**src/rtl/cache_fill_unit.sv**
```systemverilog
// ============================================================================
// cache_fill_unit: line fill on miss with round-robin victim, plus flush.
// Revision: 1.0
// ============================================================================
`default_nettype none

module cache_fill_unit #(
  parameter int ADDR_W     = 32,
  parameter int LINE_BYTES = 64,
  parameter int LINE_W     = LINE_BYTES * 8,
  parameter int NUM_LINES  = 4,
  parameter int TAG_W      = ADDR_W - $clog2(LINE_BYTES)
) (
  input  logic                 clk,
  input  logic                 reset,
  input  logic                 miss_valid,
  input  logic [ADDR_W-1:0]    miss_addr,
  output logic                 miss_ready,
  input  logic                 flush,
  output logic                 mem_req_valid,
  output logic [ADDR_W-1:0]    mem_req_addr,
  input  logic                 mem_req_ready,
  input  logic                 mem_resp_valid,
  input  logic [LINE_W-1:0]    mem_resp_data,
  output logic [NUM_LINES-1:0] line_overwrite,
  output logic                 line_valid,
  output logic [TAG_W-1:0]     line_tag,
  output logic [LINE_W-1:0]    line_data,
  output logic                 fill_done,
  output logic                 busy
);

  localparam int OFF_BITS = $clog2(LINE_BYTES);
  localparam int PTR_W    = $clog2(NUM_LINES);

  typedef enum logic [2:0] {
    S_IDLE  = 3'd0,
    S_REQ   = 3'd1,
    S_WAIT  = 3'd2,
    S_FILL  = 3'd3,
    S_FLUSH = 3'd4
  } state_e;

  state_e               state_q, state_d;
  logic [TAG_W-1:0]     tag_q, tag_d;
  logic [PTR_W-1:0]     ptr_q, ptr_d;
  logic                 mem_req_valid_q, mem_req_valid_d;
  logic [ADDR_W-1:0]    mem_req_addr_q, mem_req_addr_d;
  logic [NUM_LINES-1:0] line_overwrite_q, line_overwrite_d;
  logic                 line_valid_q, line_valid_d;
  logic [TAG_W-1:0]     line_tag_q, line_tag_d;
  logic [LINE_W-1:0]    line_data_q, line_data_d;
  logic                 fill_done_q, fill_done_d;
  logic                 busy_q, busy_d;

  // Byte-offset bits of the miss address never matter for a line fill.
  logic unused_offset;
  assign unused_offset = ^miss_addr[OFF_BITS-1:0];

  assign miss_ready = (state_q == S_IDLE) && !flush;

  always_comb begin
    state_d = state_q;
    tag_d   = tag_q;
    ptr_d   = ptr_q;
    case (state_q)
      S_IDLE: begin
        if (flush) begin
          state_d = S_FLUSH;
        end else if (miss_valid) begin
          state_d = S_REQ;
          tag_d   = miss_addr[ADDR_W-1:OFF_BITS];
        end
      end
      S_REQ:   if (mem_req_ready) state_d = S_WAIT;
      S_WAIT:  if (mem_resp_valid) state_d = S_FILL;
      S_FILL: begin
        ptr_d   = ptr_q + PTR_W'(1);
        state_d = S_IDLE;
      end
      S_FLUSH: begin
        ptr_d   = '0;
        state_d = S_IDLE;
      end
      default: state_d = S_IDLE;
    endcase
  end

  // Outputs are registered by decoding the state being entered; the returned
  // line goes straight into the line_data register, which doubles as capture.
  always_comb begin
    mem_req_valid_d  = 1'b0;
    mem_req_addr_d   = '0;
    line_overwrite_d = '0;
    line_valid_d     = 1'b0;
    line_tag_d       = '0;
    line_data_d      = '0;
    fill_done_d      = 1'b0;
    busy_d           = (state_d != S_IDLE);
    case (state_d)
      S_REQ: begin
        mem_req_valid_d = 1'b1;
        mem_req_addr_d  = {tag_d, {OFF_BITS{1'b0}}};
      end
      S_FILL: begin
        line_overwrite_d = NUM_LINES'(1) << ptr_q;
        line_valid_d     = 1'b1;
        line_tag_d       = tag_q;
        line_data_d      = mem_resp_data;
        fill_done_d      = 1'b1;
      end
      S_FLUSH: line_overwrite_d = '1;
      default: ;
    endcase
  end

  always_ff @(posedge clk or posedge reset) begin
    if (reset) begin
      state_q          <= S_IDLE;
      tag_q            <= '0;
      ptr_q            <= '0;
      mem_req_valid_q  <= 1'b0;
      mem_req_addr_q   <= '0;
      line_overwrite_q <= '0;
      line_valid_q     <= 1'b0;
      line_tag_q       <= '0;
      line_data_q      <= '0;
      fill_done_q      <= 1'b0;
      busy_q           <= 1'b0;
    end else begin
      state_q          <= state_d;
      tag_q            <= tag_d;
      ptr_q            <= ptr_d;
      mem_req_valid_q  <= mem_req_valid_d;
      mem_req_addr_q   <= mem_req_addr_d;
      line_overwrite_q <= line_overwrite_d;
      line_valid_q     <= line_valid_d;
      line_tag_q       <= line_tag_d;
      line_data_q      <= line_data_d;
      fill_done_q      <= fill_done_d;
      busy_q           <= busy_d;
    end
  end

  assign mem_req_valid  = mem_req_valid_q;
  assign mem_req_addr   = mem_req_addr_q;
  assign line_overwrite = line_overwrite_q;
  assign line_valid     = line_valid_q;
  assign line_tag       = line_tag_q;
  assign line_data      = line_data_q;
  assign fill_done      = fill_done_q;
  assign busy           = busy_q;

endmodule

`default_nettype wire

```
**config.mk**
```make
export PLATFORM = sky130hd
export DESIGN_NAME = cache_fill_unit
export DESIGN_NICKNAME = d
export VERILOG_FILES = /design/src/rtl/cache_fill_unit.sv
export SDC_FILE = /design/constraint.sdc
export NUM_CORES = 1
export LEC_CHECK = 0
export BUFFER_PORTS_ARGS = -buffer_cell sky130_fd_sc_hd__buf_4
export CAP_MARGIN = 10
export CORE_AREA = 2 2 444 446
export CTS_CLUSTER_DIAMETER = 50
export CTS_CLUSTER_SIZE = 28
export DETAILED_ROUTE_END_ITERATION = 7
export DIE_AREA = 0 0 446 448
export HOLD_SLACK_MARGIN = 0.02
export PLACE_DENSITY_LB_ADDON = 0.25
export SLEW_MARGIN = 20
export SYNTH_ARGS = -nofsm -noshare
export SYNTH_HDL_FRONTEND = slang
export SYNTH_SLANG_ARGS = --single-unit
```
**constraint.sdc**
```tcl
create_clock -name clk -period 39.9 [get_ports clk]
set_input_delay 3.99 -clock clk [delete_from_list [all_inputs] [get_ports clk]]
set_output_delay 3.99 -clock clk [all_outputs]
set_load 0.01 [all_outputs]
```
==> out/summary.md, run 1 <==
- result of the run: finished, final reports clean
- met2 routing resource usage after global routing: 19.48%
- crit path DAT: 4580 ps
- initial standard-cell utilization of the core: 10.07%
- share of final-layout standard cells stronger than drive strength 1: 52.54%
- worst voltage drop across the vdd grid: 30.13 uV
- full die area: 199800 um^2
- normalized max-slew margin: 36.87%
- element type at the critical path start: primary input
- crit path max fanout: 3
- cell taking the most area after synthesis: sky130_fd_sc_hd__dfrtp_1
- final-report hold violation count: 0
- setup repair bufs after CTS: 0
- Post-route DRC: 0
- most common cell after layout, fill and taps aside: sky130_fd_sc_hd__buf_4
- yosys synthesis warning count: 0
- maxcap violations: 0
- signed area change from the synthesized netlist to the final layout: 76.40%
- Resize count post-CTS: 0
- cell row count: 162
- vias in the first global route: 15150
- sequence of cells on the critical path: buf_4 > nor4_4 > buf_4
- # H-tree levels: 3
- antenna violation net count after detailed routing: 0
- number of setup violations in the final report: 0
- Final Power: 1.966 mW
- power density relative to cell area: 56.87 nW/um^2
- Std-Cell Core Area: 194600 um^2
- Clock transition at path regs: 60 ps
- global routing's busiest layer: met2
- Clock Latency Late Sink: 720 ps
- pin count of the biggest net entering global routing: 146
- via density per instance: 2.857
- slowest cell on the critical path: sky130_fd_sc_hd__nor4_4
- Sum Neg Setup Slack: 0 ps
- overall global routing resource usage: 11.53%
- detailed-route wire length per cell: 23.40 um
- routing usage on met1: 13.18%
- number of port buffers: 1116
- Critical Path End Type: output pin
- cell area after placement: 30940 um^2
- # nets final: 3021
- critical path data required time: 35910 ps
- count of TritonRoute iterations in the first routing pass: 5
- final std cell area, no fill: 34580 um^2
- Seq cells post-synth: 602
- grt ovf: 0
- detailed-route wire length: 119600 um
- root buf cell: sky130_fd_sc_hd__clkbuf_16
- TritonCTS clock tree: yes
- Hold Path Class: flip-flop to flip-flop
- synthesized area per cell: 15.01 um^2
- final critical path time including I/O delays and setup: 8565 ps
- antenna violations before repair: 80
- number of max-slew violations in the final report: 0
- maximum clock rate: 0.1168 GHz
- top-level port count: 1129
- routed vias: 14610
- met3 track demand over resource in global routing: 4.795%
- DPL Wire Length: 96950 um
- count of routing violations after the opening detailed-route iteration: 833
- Critical path buffers and inverters: 2
- top-area cell type share of the netlist area: 76.85%
- Crit Path Class: primary input to output pin
- part of the Yosys area used for sequential elements: 76.85%
- clock buffers created by TritonCTS: 101
- post-synthesis instance area: 19600 um^2
- worst clock skew on the final layout: 49.98 ps
- x dimension of the die: 446 um
- synth unique cells: 29
- clock sink count: 602
- most frequent cells in the layout: 1128 x sky130_fd_sc_hd__buf_4, 602 x sky130_fd_sc_hd__dfrtp_1, 538 x sky130_fd_sc_hd__and2_1
- Tcrit/Tclk final: 21.47%
- family with the most delay on the worst path: buffers and inverters
- first-pass GRT wire length: 151700 um
- final-layout fill cell count: 21560
- actual transition at the worst max-transition pin: 947.0 ps
- synthesized instance count: 1306
- Die Y-Extent: 448 um
- # hold bufs at CTS: 0
- largest cells by area after synthesis: sky130_fd_sc_hd__dfrtp_1 77%, sky130_fd_sc_hd__and2_1 17%, sky130_fd_sc_hd__mux2_2 1.3%
- Crit path largest cell delay: 240 ps
- buffer levels on the longest clock path: 3
- Top cell by count, worst path: sky130_fd_sc_hd__buf_4
- unrepaired setup endpoints after global routing: no
- Static Leakage: 17.74 nW
- routability cong.: 0.8875
flip-flops by register name, summed over array words and instances (netlist names):
name and count:
busy 1, fill_done 1, line_data 512, line_overwrite 4
line_tag 26, mem_req_addr 26, mem_req_valid 1, ptr_q 2
state_q 3, tag_q 26
worst paths after layout:
path	cells after the start	start	slack (ps)	end
max	3	flush	31330	miss_ready
min	1	tag_q[5]$_DFF_PP0_	500	line_tag[5]$_DFF_PP0_
max reg2reg	6	state_q[1]$_DFF_PP0_	36400	line_data[421]$_DFF_PP0_
min reg2reg	1	tag_q[5]$_DFF_PP0_	500	line_tag[5]$_DFF_PP0_
max in group asynchronous	5	reset	33650	line_data[435]$_DFF_PP0_
min in group asynchronous	2	reset	3440	line_data[40]$_DFF_PP0_
cell families after synthesis:
family,Yosys count,synth area share (%)
multiplexers,26,1.494
AO/OA/AOI/OAI,40,1.608
AND/OR/NAND/NOR,552,17.79
buffers and inverters,81,1.985
other,1,0.01913
adder cells (fa/ha/maj),4,0.2553
flip-flops,602,76.85
report_power, final:
part / leakage, nW / internal [mW] / switching [mW]
Combinational: 7.73 / 0.156 / 0.170
Clock: 1.72 / 0.543 / 0.379
Sequential: 8.29 / 0.683 / 0.0357
cells in the mapped netlist:
| master | instances |
|---|---|
| sky130_fd_sc_hd__or3_1 | 1 |
| sky130_fd_sc_hd__nand2_1 | 2 |
| sky130_fd_sc_hd__nor4bb_1 | 1 |
| sky130_fd_sc_hd__nor4b_1 | 1 |
| sky130_fd_sc_hd__buf_2 | 14 |
| sky130_fd_sc_hd__inv_1 | 3 |
| sky130_fd_sc_hd__a22o_1 | 26 |
| sky130_fd_sc_hd__or4_1 | 1 |
| sky130_fd_sc_hd__buf_6 | 4 |
| sky130_fd_sc_hd__o21ai_0 | 2 |
| sky130_fd_sc_hd__or3b_2 | 1 |
| sky130_fd_sc_hd__nand3b_1 | 1 |
| sky130_fd_sc_hd__and4b_1 | 1 |
| sky130_fd_sc_hd__buf_4 | 10 |
| sky130_fd_sc_hd__dfrtp_1 | 602 |
| sky130_fd_sc_hd__mux2_2 | 22 |
| sky130_fd_sc_hd__a211oi_1 | 2 |
| sky130_fd_sc_hd__and2_1 | 539 |
| sky130_fd_sc_hd__a21oi_1 | 5 |
| sky130_fd_sc_hd__conb_1 | 1 |
| sky130_fd_sc_hd__nor3_2 | 1 |
| sky130_fd_sc_hd__a21o_1 | 4 |
| sky130_fd_sc_hd__ha_1 | 4 |
| sky130_fd_sc_hd__nand2b_1 | 1 |
| sky130_fd_sc_hd__clkbuf_1 | 50 |
| sky130_fd_sc_hd__nor2_4 | 1 |
| sky130_fd_sc_hd__nor4_4 | 1 |
| sky130_fd_sc_hd__o21bai_1 | 1 |
| sky130_fd_sc_hd__mux2_1 | 4 |
layout make-up:
class	count	area (um^2)	share of cell area [%]
sequential	602	15060	43.57
timing repair buffer	1131	8511	24.61
multi-input combinational	628	4175	12.07
tap	2542	3181	9.198
clock buffer	112	2599	7.516
clock inverter	80	992.2	2.869
antenna	15	37.54	0.1086
inverter	3	18.77	0.05428
worst reg2reg max path: stages, from the launching register on:
cell and delay, ps:
sky130_fd_sc_hd__dfrtp_1 650, sky130_fd_sc_hd__nand2_1 170, sky130_fd_sc_hd__nor3_4 140, sky130_fd_sc_hd__buf_4 580
sky130_fd_sc_hd__buf_4 880, sky130_fd_sc_hd__buf_4 750, sky130_fd_sc_hd__and2_1 250
per-layer routing:
| layer | share of wire (%) | vias to the layer above | routed length (um) |
|---|---|---|---|
| li1 | - | 6446 | - |
| met1 | 38 | 7236 | 45100 |
| met2 | 50 | 623 | 59890 |
| met3 | 9.3 | 235 | 11130 |
| met4 | 2.6 | 66 | 3079 |
| met5 | 0.37 | - | 437 |
through the flow:
stage	setup slack, ps	cells	hold slack, ps	utilization [%]
2_1_floorplan	19060	1311	469.7	-
3_3_place_gp	31290	4906	485.3	15.90
3_5_place_dp	31270	4906	489.9	15.90
4_1_cts	31270	5098	502.6	17.75
5_1_grt	31260	5101	523.1	17.75
6_report	31330	5113	499.6	17.77
Note: power is estimated with default switching activity, not from simulation.
==> run 2, diff against run 1 <==
- ABC_AREA: default -> 1
- CORE_AREA: 2 2 444 446 -> 2 2 441 443
- DIE_AREA: 0 0 446 448 -> 0 0 443 445
- clock period: 39.9 -> 9 ns (I/O delays scaled with it)
==> run 2 against run 1 <==
Net effect: clock power grew to 4.7 times the previous value; non-clock buffer count shrank 1; largest power group unchanged; core utilization grew 0.73 points; final area grew 2.7%; sequential power grew to 4.4 times the previous value.
==> out/summary.md, run 2 <==
- final-report hold violation count: 0
- Clock transition at path regs: 60 ps
- Resize count post-CTS: 0
- number of port buffers: 1116
- Die Y-Extent: 445 um
- unrepaired setup endpoints after global routing: no
- sequence of cells on the critical path: nor2_4 > nand2_1 > nor2_1 > buf_4
- via density per instance: 2.925
- Tcrit/Tclk final: 34.55%
- Largest register FFs: 512
- cell taking the most area after synthesis: sky130_fd_sc_hd__dfrtp_1
- element type at the critical path start: flip-flop
- maxcap violations: 0
- EDFF count, synth: 0
- Hold Path Class: primary input to asynchronous set/reset pin
- pin count of the biggest net entering global routing: 153
- detailed-route wire length: 121200 um
- family with the most delay on the worst path: simple AND/OR/NAND/NOR gates
- routed vias: 16820
- # H-tree levels: 3
- number of max-slew violations in the final report: 0
- vias in the first global route: 17690
- DPL Wire Length: 98070 um
- yosys synthesis warning count: 0
- # nets final: 3678
- first-pass GRT wire length: 160100 um
- number of cell instances on the worst register-to-register path: 5
- final critical path time including I/O delays and setup: 3109 ps
- Clock Latency Late Sink: 740 ps
- number of cells on the critical path: 4
- share of final-layout standard cells stronger than drive strength 1: 41.31%
- leading post-synthesis cells by instance count: 602 x sky130_fd_sc_hd__dfrtp_1, 600 x sky130_fd_sc_hd__inv_1, 567 x sky130_fd_sc_hd__nor2_1
- critical path data required time: 8100 ps
- worst voltage drop across the vdd grid: 161.8 uV
- Crit path largest cell delay: 470 ps
- share of flip-flops with an asynchronous set or reset: 100.0%
- clock sink count: 602
- share of power burned in the clock network: 46.6%
- root buf cell: sky130_fd_sc_hd__clkbuf_16
- power share of the sequential group: 34.7%
- synth unique cells: 20
- post-synthesis instance area: 20360 um^2
- net switching power of the design: 2.829 mW
- signed area change from the synthesized netlist to the final layout: 74.46%
- routability cong.: 0.8745
- power density relative to cell area: 259.3 nW/um^2
- antenna violation net count after detailed routing: 0
- most numerous cell in the Yosys netlist: sky130_fd_sc_hd__dfrtp_1
- Seq cells post-synth: 602
- Critical path buffers and inverters: 1
- most instantiated flip-flop cell in the synthesis netlist: sky130_fd_sc_hd__dfrtp_1
- Static Leakage: 20.74 nW
- top-level port count: 1129
- Critical Path End Type: output pin
- x dimension of the die: 443 um
- count of routing violations after the opening detailed-route iteration: 701
- top-area cell type share of the netlist area: 74.00%
- switch share: 30.72%
- full die area: 197100 um^2
- Crit Path Class: flip-flop to output pin
- Reg2Reg Setup Slack: 6100 ps
- initial standard-cell utilization of the core: 10.60%
- setup repair bufs after CTS: 0
- cell row count: 161
- count of TritonRoute iterations in the first routing pass: 4
- synthesized instance count: 1954
- antenna violations before repair: 53
- internal power of the cells: 6.379 mW
- actual transition at the worst max-transition pin: 1045 ps
- most common cell after layout, fill and taps aside: sky130_fd_sc_hd__buf_4
- slowest cell on the critical path: sky130_fd_sc_hd__nor2_1
- buffer levels on the longest clock path: 3
- # hold bufs at CTS: 0
- detailed-route wire length per cell: 21.08 um
- overall global routing resource usage: 11.97%
- normalized max-slew margin: 30.34%
- cell area after placement: 31700 um^2
- synthesized area per cell: 10.42 um^2
- most frequent cells in the layout: 1125 x sky130_fd_sc_hd__buf_4, 602 x sky130_fd_sc_hd__dfrtp_1, 599 x sky130_fd_sc_hd__inv_1
- Placed Cells incl. Taps: 5543
- largest cells by area after synthesis: sky130_fd_sc_hd__dfrtp_1 74%, sky130_fd_sc_hd__inv_1 11%, sky130_fd_sc_hd__nor2_1 10%
- number of setup violations in the final report: 0
- Final Power: 9.208 mW
- count of non-filler cells in the finished layout: 5750
- TritonCTS clock tree: yes
- worst clock skew on the final layout: 47.88 ps
- grt ovf: 0
- result of the run: finished, final reports clean
- crit path DAT: 2210 ps
- maximum clock rate: 0.3216 GHz
- combinational share of power: 18.8%
- part of the Yosys area used for sequential elements: 74.00%
- crit path max fanout: 6
- final-layout fill cell count: 21520
- clock buffers created by TritonCTS: 105
- final std cell area, no fill: 35520 um^2
- Std-Cell Core Area: 192000 um^2
- Post-route DRC: 0
-- run 2: changes by cell type in the layout (fill, tap and decap cells not counted), sizes merged, moves of 26 or more --
| cell | previous run | this run |
|---|---|---|
| nand2 | 2 | 94 |
| and2 | 539 | 0 |
| nor2 | 1 | 569 |
| a22o | 26 | 0 |
| inv | 36 | 623 |
| mux2 | 26 | 0 |
-- run 2: path summary, 6_finish.rpt --
kind | start | to
worst min register to register | tag_q[20]$_DFF_PP0_ | line_tag[20]$_DFF_PP0_
min in group clk | mem_resp_data[329] | line_data[329]$_DFF_PP0_
worst max-delay path | state_q[0]$_DFF_PP0_ | miss_ready
worst max register to register | state_q[0]$_DFF_PP0_ | line_data[313]$_DFF_PP0_
max in group asynchronous | reset | line_data[125]$_DFF_PP0_
worst min-delay path | reset | mem_req_addr[24]$_DFF_PP0_
-- run 2: metal layers --
layer / track usage (%) / up-vias / routed length, um
met3: 4.990 / 215 / 10100
met2: 19.56 / 640 / 58000
met5: 0 / - / 397
li1: - / 7677 / -
met4: 3.245 / 64 / 2975
met1: 14.38 / 8220 / 49760
-- run 2: worst reg2reg max path, cell delays in order, from the launching register on --
cell                      delay [ps]
sky130_fd_sc_hd__dfrtp_1         470
sky130_fd_sc_hd__inv_1           130
sky130_fd_sc_hd__nand4_4         350
sky130_fd_sc_hd__buf_4           780
sky130_fd_sc_hd__buf_12          600
sky130_fd_sc_hd__nor2_1          400
-- run 2: cells by family after synthesis --
| family | synth area share [%] |
|---|---|
| compound gates | 0.07373 |
| flops | 74.00 |
| fa+ha+maj | 0.2459 |
| other cells | 0.01842 |
| buf+inv | 13.00 |
| simple gates | 12.66 |
-- run 2: layout make-up --
type	count	area, um^2	area share, %
repair buffers	1130	8546	24.06
well taps	2526	3161	8.899
flip-flops and latches	602	15060	42.42
inverters	601	2260	6.363
clock buffers	122	2793	7.863
clock inverters	76	996.0	2.804
multi-input cells	684	2674	7.529
diodes	9	22.52	0.06341
-- run 2: power groups by stage --
stage | Sequential [mW] | Combinational (mW) | Clock (mW)
after floorplan | 3.36 | 0.566 | 0
after global placement | 3.24 | 1.80 | 0
after detailed placement | 3.24 | 1.81 | 0
after CTS | 3.20 | 1.82 | 4.45
after global routing | 3.23 | 1.91 | 4.57
final | 3.19 | 1.73 | 4.29
-- run 2: stage by stage --
stage	hold WS (ps)	TNS, ps	util (%)	worst slack, ps
after global placement	468.7	0	16.51	5530
after floorplan	459.9	-66940	-	-111.2
final	230.1	0	18.50	5891
after detailed placement	472.8	0	16.51	5533
after CTS	187.6	0	18.49	5844
after global routing	217.7	0	18.49	5779
==> run 3, diff against run 2 <==
- clock period: 9 -> 3.1 ns (I/O delays scaled with it)
==> run 3 against run 2 <==
Net effect: hold slack got worse by 190 ps; setup slack got worse by 5200 ps; sequential cell count did not move; via count rose by 12%; final area rose by 15%; clock skew fell by 4.6 ps; critical path depth did not move; core utilization rose by 2.7 points; largest cell class unchanged; die area did not move.
==> out/summary.md, run 3 (synthesis results as in run 2) <==
- Largest register FFs: 512
- Hold Path Class: primary input to flip-flop
- grt ovf: 0
- number of setup violations in the final report: 0
- Static Leakage: 22.92 nW
- Post-route DRC: 0
- signed area change from the synthesized netlist to the final layout: 100.3%
- element type at the critical path start: flip-flop
- worst clock skew on the final layout: 43.27 ps
- clock sink count: 602
- final critical path time including I/O delays and setup: 2419 ps
- Clock transition at path regs: 60 ps
- antenna violation net count after detailed routing: 0
- setup repair bufs after CTS: 0
- final std cell area, no fill: 40770 um^2
- first-pass GRT wire length: 164900 um
- clock buffers created by TritonCTS: 98
- detailed-route wire length: 122900 um
- crit path max fanout: 6
- pin count of the biggest net entering global routing: 155
- final-layout fill cell count: 21200
- Min-Delay Endpoint: line_data[350]$_DFF_PP0_
- root buf cell: sky130_fd_sc_hd__clkbuf_16
- detailed-route wire length per cell: 19.48 um
- Clock Latency Late Sink: 740 ps
- result of the run: finished, final reports clean
- vias in the first global route: 20320
- cell area after placement: 31960 um^2
- count of routing violations after the opening detailed-route iteration: 936
- routability cong.: 0.8602
- Die Y-Extent: 445 um
- most frequent cells in the layout: 1140 x sky130_fd_sc_hd__buf_4, 602 x sky130_fd_sc_hd__dfrtp_1, 599 x sky130_fd_sc_hd__inv_1
- worst slack on hold paths: 37.67 ps
- actual transition at the worst max-transition pin: 855.2 ps
- beginning of the worst hold path: mem_resp_data[350]
- Reg2Reg Setup Slack: 1100 ps
- buffer levels on the longest clock path: 3
- number of max-slew violations in the final report: 0
- via density per instance: 2.977
- antenna violations before repair: 63
- final-report hold violation count: 0
- Crit Path Class: flip-flop to output pin
- most common cell after layout, fill and taps aside: sky130_fd_sc_hd__buf_4
- # nets final: 4230
- x dimension of the die: 443 um
- worst reg2reg path endpoint: line_data[65]$_DFF_PP0_
- crit path DAT: 2110 ps
- DPL Wire Length: 99560 um
- core occupancy in the finished layout: 21.24%
- Final Power: 26.22 mW
- top-level port count: 1129
- Sum Neg Setup Slack: 0 ps
- # H-tree levels: 3
- maximum clock rate: 0.4133 GHz
- origin of the critical flop-to-flop path: state_q[0]$_DFF_PP0_
- number of port buffers: 1116
- initial standard-cell utilization of the core: 10.60%
- overall global routing resource usage: 12.10%
- # hold bufs at CTS: 537
- Tcrit/Tclk final: 78.05%
- count of TritonRoute iterations in the first routing pass: 5
- cell row count: 161
- critical path data required time: 2790 ps
- worst voltage drop across the vdd grid: 424.4 uV
- Resize count post-CTS: 0
- number of instances on the worst hold path: 3
- power density relative to cell area: 643.0 nW/um^2
- Critical Path End Type: output pin
- maxcap violations: 0
- number of cell instances on the worst register-to-register path: 4
- normalized max-slew margin: 42.99%
- TritonCTS clock tree: yes
- routed vias: 18780
- Std-Cell Core Area: 192000 um^2
- full die area: 197100 um^2
- unrepaired setup endpoints after global routing: no
- share of final-layout standard cells stronger than drive strength 1: 35.26%
[run 3: worst max path at each step]
stage | startpoint | to | slack [ps] | cells past startpoint
6_report | state_q[0]$_DFF_PP0_ | miss_ready | 680 | 4
2_1_floorplan | reset | busy$_DFF_PP0_ | -5420 | 1
5_1_grt | state_q[0]$_DFF_PP0_ | miss_ready | 510 | 4
4_1_cts | state_q[0]$_DFF_PP0_ | miss_ready | 570 | 4
3_3_place_gp | state_q[0]$_DFF_PP0_ | line_data[158]$_DFF_PP0_ | 1060 | 4
3_5_place_dp | state_q[0]$_DFF_PP0_ | line_data[404]$_DFF_PP0_ | 1090 | 4
[run 3: power breakdown]
part | switching [mW] | internal (mW) | total, mW
Clock | 4.40 | 6.82 | 11.2
Combinational | 3.29 | 2.45 | 5.74
Sequential | 0.367 | 8.89 | 9.26
[run 3: cell type report]
cell class | instances | area, um^2 | share of cell area, %
Antenna cell | 27 | 67.56 | 0.1657
Clock inverter | 53 | 681.9 | 1.673
Sequential cell | 602 | 15060 | 36.95
Clock buffer | 126 | 2688 | 6.592
Inverter | 601 | 2260 | 5.543
Timing Repair Buffer | 1689 | 14170 | 34.77
Multi-Input combinational cell | 684 | 2674 | 6.558
Tap cell | 2526 | 3161 | 7.752
[run 3: through the flow]
step	worst slack, ps	cells
after CTS	574.1	6281
final	680.6	6308
after detailed placement	1085	5565
after global placement	1063	5565
after global routing	508.6	6304
after floorplan	-5421	1959
[run 3: critical path, cell delays in order, from the launching register on]
cell	delay, ps
sky130_fd_sc_hd__dfrtp_1	460
sky130_fd_sc_hd__nor2_4	200
sky130_fd_sc_hd__nand2_1	120
sky130_fd_sc_hd__nor2_1	400
sky130_fd_sc_hd__buf_4	230
[run 3: per-layer routing]
metal	global-route usage [%]	vias up	wire length (um)	part of all wire, %
met5	0.2198	-	378	0.31
met3	4.152	219	9039	7.4
met4	5.653	52	5367	4.4
li1	-	8792	-	-
met1	14.81	9040	51410	42
met2	19.00	678	56680	46
